--- src/rtl/gps_axi_lite_arbiter.sv ---
// Two-requester arbiter serialising single-beat AXI4-Lite reads/writes onto one master port.
// Define GPS_ARB_FIXED_PRIO_EN to make requester 0 win every tie (no round-robin state).
module gps_axi_lite_arbiter #(
    parameter int ADDR_WIDTH = 32,
    parameter int DATA_WIDTH = 32
) (
    input  logic                        ACLK,
    input  logic                        ARESET,
    input  logic [1:0]                  req_valid,
    output logic [1:0]                  req_ready,
    input  logic [1:0]                  req_write,
    input  logic [2*ADDR_WIDTH-1:0]     req_addr,
    input  logic [2*DATA_WIDTH-1:0]     req_wdata,
    input  logic [2*(DATA_WIDTH/8)-1:0] req_wstrb,
    output logic [1:0]                  rsp_valid,
    output logic [DATA_WIDTH-1:0]       rsp_rdata,
    output logic [1:0]                  rsp_resp,
    output logic [ADDR_WIDTH-1:0]       M_AXI_AWADDR,
    output logic [2:0]                  M_AXI_AWPROT,
    output logic                        M_AXI_AWVALID,
    input  logic                        M_AXI_AWREADY,
    output logic [DATA_WIDTH-1:0]       M_AXI_WDATA,
    output logic [DATA_WIDTH/8-1:0]     M_AXI_WSTRB,
    output logic                        M_AXI_WVALID,
    input  logic                        M_AXI_WREADY,
    input  logic [1:0]                  M_AXI_BRESP,
    input  logic                        M_AXI_BVALID,
    output logic                        M_AXI_BREADY,
    output logic [ADDR_WIDTH-1:0]       M_AXI_ARADDR,
    output logic [2:0]                  M_AXI_ARPROT,
    output logic                        M_AXI_ARVALID,
    input  logic                        M_AXI_ARREADY,
    input  logic [DATA_WIDTH-1:0]       M_AXI_RDATA,
    input  logic [1:0]                  M_AXI_RRESP,
    input  logic                        M_AXI_RVALID,
    output logic                        M_AXI_RREADY
);

    localparam int STRB_WIDTH = DATA_WIDTH / 8;

    typedef enum logic [2:0] {IDLE, WR_ADDR, WR_RESP, RD_ADDR, RD_DATA, DONE} state_t;

    state_t                  state_q, state_d;
    logic                    gnt_q, gnt_d;
    logic [ADDR_WIDTH-1:0]   addr_q, addr_d;
    logic [DATA_WIDTH-1:0]   wdata_q, wdata_d;
    logic [STRB_WIDTH-1:0]   wstrb_q, wstrb_d;
    logic [DATA_WIDTH-1:0]   rdata_q, rdata_d;
    logic [1:0]              resp_q, resp_d;
    logic                    awvalid_q, awvalid_d;
    logic                    wvalid_q, wvalid_d;
    logic                    arvalid_q, arvalid_d;
`ifndef GPS_ARB_FIXED_PRIO_EN
    logic                    last_grant_q, last_grant_d;
`endif

    logic pick;
    logic aw_done;
    logic w_done;

    always_comb begin
        state_d   = state_q;
        gnt_d     = gnt_q;
        addr_d    = addr_q;
        wdata_d   = wdata_q;
        wstrb_d   = wstrb_q;
        rdata_d   = rdata_q;
        resp_d    = resp_q;
        awvalid_d = awvalid_q;
        wvalid_d  = wvalid_q;
        arvalid_d = arvalid_q;
`ifndef GPS_ARB_FIXED_PRIO_EN
        last_grant_d = last_grant_q;
`endif
        req_ready = '0;
        pick      = 1'b0;
        aw_done   = 1'b0;
        w_done    = 1'b0;

        case (state_q)
            IDLE: begin
                if (req_valid != 2'b00) begin
                    if (req_valid == 2'b11) begin
`ifdef GPS_ARB_FIXED_PRIO_EN
                        pick = 1'b0;
`else
                        pick = ~last_grant_q;
`endif
                    end else begin
                        pick = req_valid[1];
                    end
                    req_ready = pick ? 2'b10 : 2'b01;
                    gnt_d     = pick;
                    addr_d    = pick ? req_addr[ADDR_WIDTH +: ADDR_WIDTH] : req_addr[0 +: ADDR_WIDTH];
                    wdata_d   = pick ? req_wdata[DATA_WIDTH +: DATA_WIDTH] : req_wdata[0 +: DATA_WIDTH];
                    wstrb_d   = pick ? req_wstrb[STRB_WIDTH +: STRB_WIDTH] : req_wstrb[0 +: STRB_WIDTH];
                    rdata_d   = '0;
                    resp_d    = '0;
                    if (pick ? req_write[1] : req_write[0]) begin
                        awvalid_d = 1'b1;
                        wvalid_d  = 1'b1;
                        state_d   = WR_ADDR;
                    end else begin
                        arvalid_d = 1'b1;
                        state_d   = RD_ADDR;
                    end
                end
            end
            WR_ADDR: begin
                // A channel already handshaken has its valid low, so it counts as done.
                aw_done = !awvalid_q || M_AXI_AWREADY;
                w_done  = !wvalid_q  || M_AXI_WREADY;
                if (awvalid_q && M_AXI_AWREADY) awvalid_d = 1'b0;
                if (wvalid_q && M_AXI_WREADY)   wvalid_d  = 1'b0;
                if (aw_done && w_done)          state_d   = WR_RESP;
            end
            WR_RESP: begin
                if (M_AXI_BVALID) begin
                    resp_d  = M_AXI_BRESP;
                    state_d = DONE;
                end
            end
            RD_ADDR: begin
                if (M_AXI_ARREADY) begin
                    arvalid_d = 1'b0;
                    state_d   = RD_DATA;
                end
            end
            RD_DATA: begin
                if (M_AXI_RVALID) begin
                    rdata_d = M_AXI_RDATA;
                    resp_d  = M_AXI_RRESP;
                    state_d = DONE;
                end
            end
            DONE: begin
`ifndef GPS_ARB_FIXED_PRIO_EN
                last_grant_d = gnt_q;
`endif
                state_d = IDLE;
            end
            default: state_d = IDLE;
        endcase

        if (ARESET) req_ready = '0;
    end

    always_ff @(posedge ACLK) begin
        if (ARESET) begin
            state_q   <= IDLE;
            gnt_q     <= 1'b0;
            addr_q    <= '0;
            wdata_q   <= '0;
            wstrb_q   <= '0;
            rdata_q   <= '0;
            resp_q    <= '0;
            awvalid_q <= 1'b0;
            wvalid_q  <= 1'b0;
            arvalid_q <= 1'b0;
`ifndef GPS_ARB_FIXED_PRIO_EN
            last_grant_q <= 1'b1;
`endif
        end else begin
            state_q   <= state_d;
            gnt_q     <= gnt_d;
            addr_q    <= addr_d;
            wdata_q   <= wdata_d;
            wstrb_q   <= wstrb_d;
            rdata_q   <= rdata_d;
            resp_q    <= resp_d;
            awvalid_q <= awvalid_d;
            wvalid_q  <= wvalid_d;
            arvalid_q <= arvalid_d;
`ifndef GPS_ARB_FIXED_PRIO_EN
            last_grant_q <= last_grant_d;
`endif
        end
    end

    assign rsp_valid     = (state_q == DONE) ? (gnt_q ? 2'b10 : 2'b01) : 2'b00;
    assign rsp_rdata     = rdata_q;
    assign rsp_resp      = resp_q;
    assign M_AXI_AWADDR  = addr_q;
    assign M_AXI_AWPROT  = 3'b000;
    assign M_AXI_AWVALID = awvalid_q;
    assign M_AXI_WDATA   = wdata_q;
    assign M_AXI_WSTRB   = wstrb_q;
    assign M_AXI_WVALID  = wvalid_q;
    assign M_AXI_BREADY  = (state_q == WR_RESP);
    assign M_AXI_ARADDR  = addr_q;
    assign M_AXI_ARPROT  = 3'b000;
    assign M_AXI_ARVALID = arvalid_q;
    assign M_AXI_RREADY  = (state_q == RD_DATA);

endmodule

--- config.mk ---
export PLATFORM = sky130hd
export DESIGN_NAME = gps_axi_lite_arbiter
export DESIGN_NICKNAME = d
export VERILOG_FILES = /design/src/rtl/gps_axi_lite_arbiter.sv
export SDC_FILE = /design/constraint.sdc
export NUM_CORES = 1
export LEC_CHECK = 0
export BUFFER_PORTS_ARGS = -buffer_cell sky130_fd_sc_hd__buf_2
export CAP_MARGIN = 15
export CELL_PAD_IN_SITES_DETAIL_PLACEMENT = 2
export CELL_PAD_IN_SITES_GLOBAL_PLACEMENT = 2
export CORE_MARGIN = 5
export CORE_UTILIZATION = 21
export CTS_CLUSTER_DIAMETER = 60
export CTS_CLUSTER_SIZE = 30
export DETAILED_ROUTE_END_ITERATION = 7
export PLACE_DENSITY = 0.88
export SYNTH_ARGS = -nofsm -noshare
export SYNTH_HDL_FRONTEND = slang
export SYNTH_SLANG_ARGS = --single-unit
--- constraint.sdc ---
create_clock -name ACLK -period 2.1 [get_ports ACLK]
set_input_delay 0.21 -clock ACLK [delete_from_list [all_inputs] [get_ports ACLK]]
set_output_delay 0.21 -clock ACLK [all_outputs]
set_load 0.05 [all_outputs]
# Yosys cells after proc, flatten, opt, wreduce, memory -nomap -nowiden

Index checks and enable logic that the tools add are counted.

Word-level logic and storage cells: 84
Memories: 0
Bits in registers: 110
Memory bits (writable): 0
Bits in latches: 0
Memory bits (read-only): 0
Output and inout port bits: 149
Input port bits: 183

Add/subtract/negate cells: 0
Eq/ne operators: 15
Shifts and indexed selects: 0
$mul: 0
Reductions and logical operators: 20
Multiplexer cells: 37
Div/mod/pow operators: 0
Order comparisons: 0
Bitwise logic cells: 1

Operators with widths:

| cell                                          | count |
|---|---|
| two-way mux 32 bit                            | 4 |
| case mux 32 bit (2 select lines)              | 1 |
| two-way mux 2 bit                             | 10 |
| != test 2 bit, second input constant          | 9 |
| AND reduction 4 bit                           | 4 |
| two-way mux 3 bit                             | 5 |
| case mux 3 bit (5 select lines)               | 1 |
| two-way mux 1 bit                             | 11 |
| nonzero test 2 bit                            | 4 |
| == test 3 x 2 -> 1 bit, second input constant | 2 |
| == test 3 bit, second input constant          | 2 |
| case mux 1 bit (2 select lines)               | 3 |
| case mux 2 bit (3 select lines)               | 1 |
| AND reduction 5 bit                           | 1 |
| two-way mux 4 bit                             | 1 |
| == test 3 x 1 -> 1 bit, second input constant | 1 |
| logical AND 1 bit                             | 3 |
| logical NOT 3 bit                             | 1 |
| AND reduction 3 bit                           | 1 |
| nonzero test 3 bit                            | 1 |
| == test 2 bit, second input constant          | 1 |
| logical NOT 1 bit                             | 2 |
| logical OR 1 bit                              | 2 |
| AND reduction 2 bit                           | 1 |
| inverter 1 bit                                | 1 |

# Logic depth before layout (Yosys ltp)

Depth after elaboration: 8
Depth in mapped cells: 7
Mapped depth without buffers: 4

# Least setup slack after synthesis

OpenSTA, ideal clock, no wires.

Path type: register to register
Start: register state_q[1]
End: register resp_q[0] (netlist: rsp_resp[0])
Arrival time: 2.301 ns
Required time: 2.009 ns
Path slack: -0.292 ns
Cell stages (with the launch flop): 6
Path through: dfxtp_1 > buf_2 > inv_1 > nor3_1 > a22oi_1 > a311oi_1

Cells in the longest elaborated chain, start to end: 3
Elaborated cells between the ends (all ways): 9
Those cells by class: eq/ne (5); mux (1); reduce/logical (3)

RTL lines:

| what                                                          | line | source |
|---|---|---|
| start, declared                                               | 43   | `state_t state_q, state_d;` |
| start signal, assigned                                        | 164  | `state_q <= state_d;` |
| == test 3 x 2 -> 1 bit (*)                                    | -    |  |
| via M_AXI_BREADY                                              | 28   | `output logic M_AXI_BREADY,` |
| != test 2 bit (no line) or nonzero test 3 bit (tied branches) | -    |  |
| AND reduction 4 bit (no line)                                 | -    |  |
| end signal, assigned                                          | 170  | `resp_q <= resp_d;` |
| end, declared                                                 | 49   | `logic [1:0] resp_q, resp_d;` |

Mark *: on every way through the listed nets, which the timed path passes. The rest lies on a longest branch.
A chain may end at the register's enable or synchronous reset.

# Worst setup path in the final report

Start: register state_q[2]
End: output port req_ready[1]

Cells in the longest elaborated chain, start to end: 3

RTL lines:

| what              | line | source |
|---|---|---|
| logical NOT 3 bit | 80   | `case (state_q)` |
| two-way mux 2 bit | 80   |  |
| two-way mux 2 bit | 145  | `if (ARESET) req_ready = '0;` |
| end, declared     | 10   | `output logic [1:0] req_ready,` |

Every way passes these cells.

==> results.md <==
- The measured slew at the worst slew-check pin is 0.6812 ns.
- The clock passes through at most 2 buffers.
- Counting flops and latches in the post-synthesis netlist gives 110.
- The count of buffers added by post-CTS timing repair for setup is 0.
- At the end of the flow, the number of nets in the layout was 981.
- The count of unique library cells instantiated by Yosys is 40.
- The growth of design area from synthesis to finish is 43.39%.
- The clock insertion delay at the later pin of the skew report is 0.35 ns.
- Across all setup checks in the final design, the least slack found is 0.2187 ns.
- In this run the worst hold path is classified as primary input to flop.
- The setup path with the least slack is of type flop to primary output.
- Of the cells placed in the final design, the portion with a size suffix greater than 1 is 0.4570.
- By area the synthesized netlist is led by sky130_fd_sc_hd__dfxtp_1 (49%), sky130_fd_sc_hd__a22oi_1 (15%), sky130_fd_sc_hd__nand2_1 (9.6%).
- The starting DRC count in detailed routing is 268.
- Once placement completed, the tool counted placed cells totaling 1062.
- The via count of the first global-routing pass is 5379.
- The cell family contributing the most delay on the critical path is simple AND/OR/NAND/NOR gates.
- For the final routed database, the setup TNS stands at 0 ns.
- The run finished with clean final reports.
- For this design the ratio of total power to cell area is 1504 mW/mm^2.
- Setup violations remaining at the end of the flow were counted as 0.
- The overall die width is 156.9 um.
- Pin placement for this block handled 332 I/O pins.
- In the synthesized netlist, the number of instances is 520.
- The repair_antennas step left the layout with diodes totalling 0.
- The region available for standard cell placement spans 0.02115 mm^2.
- The TritonCTS buffer count is 9.
- The routed design has 19.72 mm of wire.
- Together, buffers and inverters on the worst path number 1.
- The count of flip-flops with a built-in enable after synthesis is 0.
- Across the run, the number of max-cap violations was 0.
- The number of pins with negative max-slew slack in the final report is 0.
- The layout has 2490 filler cells.
- The hold violation count in the final report is 0.
- Walking the worst path, the cells encountered are or3_4 -> nor3_4 -> buf_2.
- The shortest period the worst path allows is 1.881 ns.
- The worst setup slack after placement is 0.4097 ns.
- Of the synthesized area, sequential elements account for 0.4861.
- After detailed routing, the number of vias per cell comes to 4.529.
- The clock slew at the register clock pins of the worst setup and hold paths is 0.08 ns.
- The maximum clock frequency is 531.6 MHz.
- The global-route wire length before repair is 29.29 mm.
- Once detailed placement completed, the half-perimeter wirelength came to 15.46 mm.
- Clock skew on the completed layout was measured at 0.01020 ns.
- Among all flip-flop cells after synthesis, the most frequent one is sky130_fd_sc_hd__dfxtp_1.
- In this run the remaining antenna-violating nets after routing total 0.
- Leaving out filler cells and counting taps, the final layout contains 1078.
- The overall overflow remaining after global route is 0.
- Detailed routing inserted a total of 4882 vias.
- The arrival time of data at the critical path endpoint is 1.67 ns.
- The number of placement rows is 53.
- The number of hold-repair buffers added at the cts stage is 0.
- The initial core utilization is 0.2142.
- The initial antenna violation count is 0.
- The power after layout is 9.772 mW.
- The share of synthesized area in the top cell type comes to 0.4861.
- The critical path endpoint category is a primary output.
- The largest net degree at the start of global routing is 65.
- STA classifies the critical path startpoint as a flop.
- Summed over all instances, the cell type with the most area after synthesis is sky130_fd_sc_hd__dfxtp_1.
- For this design, the sink count on the clock tree is 110.
- The number of gates resized after CTS was 0.
- The master of the slowest instance on the critical path is sky130_fd_sc_hd__or3_4.
- In the global route stage, overall resource usage came out at 0.1508.
- Across the VDD grid, the largest voltage drop is 0.4377 mV.
- The cell sitting at the root of the clock tree is a sky130_fd_sc_hd__clkbuf_16.
- Of the available clock period, the critical path in the final layout requires 0.8958.
- The smallest hold slack is 0.04336 ns.
- The maximum fanout along the worst path is 4.
- The die span in y is 156.9 um.
- Dividing the detail-routed wire length by the instance count gives 18.29 um.
- The required arrival time at the worst endpoint is 1.89 ns.
- The die covers 0.02461 mm^2.
- The proportion of synthesized flip-flops having asynchronous set or reset is 0.
- The reported leakage power is 3.311 nW.
- The number of I/O port buffers is 325.
- For this run, the slowest stage of the critical path takes 0.42 ns.
- Dividing the synthesized area by the synthesized cell count gives 8.713 um^2.
- The remaining design rule violation count is 0.
- Yosys printed 0 warnings.
- The mapped netlist covers 0.004531 mm^2.
- The worst-case headroom to the max-slew limit is 0.5459.
- Setup repair after global routing left no endpoint under its margin.
- The pre-antenna-repair detailed-routing pass consisted of 5 iterations.
- The H-tree was split into 3 levels.
- The congestion estimate from routability-driven global placement came to 0.7305.
- TritonCTS built the clock tree.
[area by class of cell]
cell class	count	area (um^2)	area share
Timing Repair Buffer	339	1757	0.2704
Clock buffer	11	252.7	0.03891
Tap cell	275	344.1	0.05297
Sequential cell	110	2202	0.3390
Multi-Input combinational cell	334	1886	0.2903
Inverter	4	15.01	0.002311
Clock inverter	5	40.04	0.006163
[placed cells by master, fill, tap and decap left out, types with 2 or more instances in the layout]
cell and count:
sky130_fd_sc_hd__buf_2 325, sky130_fd_sc_hd__a222oi_1 5, sky130_fd_sc_hd__a22oi_1 91, sky130_fd_sc_hd__nor3_2 2, sky130_fd_sc_hd__clkbuf_8 2, sky130_fd_sc_hd__o21ai_0 9
sky130_fd_sc_hd__nor2b_1 5, sky130_fd_sc_hd__conb_1 6, sky130_fd_sc_hd__nand2_1 116, sky130_fd_sc_hd__and3_1 2, sky130_fd_sc_hd__a311oi_1 8, sky130_fd_sc_hd__clkinv_4 2
sky130_fd_sc_hd__buf_4 12, sky130_fd_sc_hd__dfxtp_1 110, sky130_fd_sc_hd__nor2_1 46, sky130_fd_sc_hd__buf_12 2, sky130_fd_sc_hd__o211ai_1 2, sky130_fd_sc_hd__inv_6 2
sky130_fd_sc_hd__mux2i_1 2, sky130_fd_sc_hd__o21ai_1 9, sky130_fd_sc_hd__clkbuf_16 9, sky130_fd_sc_hd__a21oi_1 7, sky130_fd_sc_hd__inv_1 4, sky130_fd_sc_hd__nand2b_1 4
[power by group]
group / internal (mW) / switching (mW)
Clock: 0.884 / 0.841
Sequential: 2.59 / 0.351
Combinational: 1.22 / 3.88
[metrics by stage]
| stage | util | area (um^2) |
|---|---|---|
| after floorplan | - | 4554 |
| after global placement | 0.2933 | 6203 |
| after detailed placement | 0.2933 | 6203 |
| after CTS | 0.3071 | 6496 |
| after global routing | 0.3071 | 6496 |
| final | 0.3071 | 6496 |
[kinds of logic after synthesis]
group	count (synthesis)	synth area share
compound gates	142	0.2287
buf+inv	81	0.1091
flops	110	0.4861
mux	2	0.004419
other cells	1	0.0008277
simple gates	184	0.1710
[state kept, by name, summed over array words and instances, names as in the netlist, 2 cells and up]
register / flops
state_q: 3
M_AXI_WDATA: 32
M_AXI_ARADDR: 32
rsp_rdata: 32
rsp_resp: 2
M_AXI_WSTRB: 4
[tightest hold or removal path, delay by kind of cell]
kind,cells,cell delay (ns)
buf+inv,1,0.07
simple gates,2,0.08
[per-layer routing]
layer,vias up,routed length (um),global-route usage
li1,2340,-,-
met1,2353,7793,0.1707
met2,181,10310,0.2780
met3,8,1438,0.04591
met4,0,178,0.03306
met5,-,0,0
[Yosys cell counts (2+ instances only)]
| cell type | number |
|---|---|
| sky130_fd_sc_hd__nor2_1 | 46 |
| sky130_fd_sc_hd__buf_6 | 4 |
| sky130_fd_sc_hd__nor3_1 | 2 |
| sky130_fd_sc_hd__mux2i_1 | 2 |
| sky130_fd_sc_hd__nor2b_1 | 5 |
| sky130_fd_sc_hd__inv_1 | 4 |
| sky130_fd_sc_hd__buf_4 | 39 |
| sky130_fd_sc_hd__o21ai_1 | 9 |
| sky130_fd_sc_hd__buf_2 | 11 |
| sky130_fd_sc_hd__o21ai_0 | 9 |
| sky130_fd_sc_hd__a222oi_1 | 5 |
| sky130_fd_sc_hd__and3_1 | 2 |
| sky130_fd_sc_hd__nand2b_1 | 4 |
| sky130_fd_sc_hd__nand2_1 | 116 |
| sky130_fd_sc_hd__clkbuf_1 | 23 |
| sky130_fd_sc_hd__o211ai_1 | 2 |
| sky130_fd_sc_hd__a311oi_1 | 8 |
| sky130_fd_sc_hd__a22oi_1 | 91 |
| sky130_fd_sc_hd__a21oi_1 | 8 |
| sky130_fd_sc_hd__dfxtp_1 | 110 |
[worst paths after layout]
kind / startpoint / end / slack [ns] / cells past startpoint
worst max register to register: state_q[0] / rsp_rdata[13] / 0.42 / 6
worst min register to register: M_AXI_WDATA[16] / M_AXI_WDATA[16] / 0.48 / 2
worst max-delay path: state_q[2] / req_ready[1] / 0.22 / 3
worst min-delay path: req_addr[40] / M_AXI_ARADDR[8] / 0.04 / 3
Power figures use the tool's default switching activity.
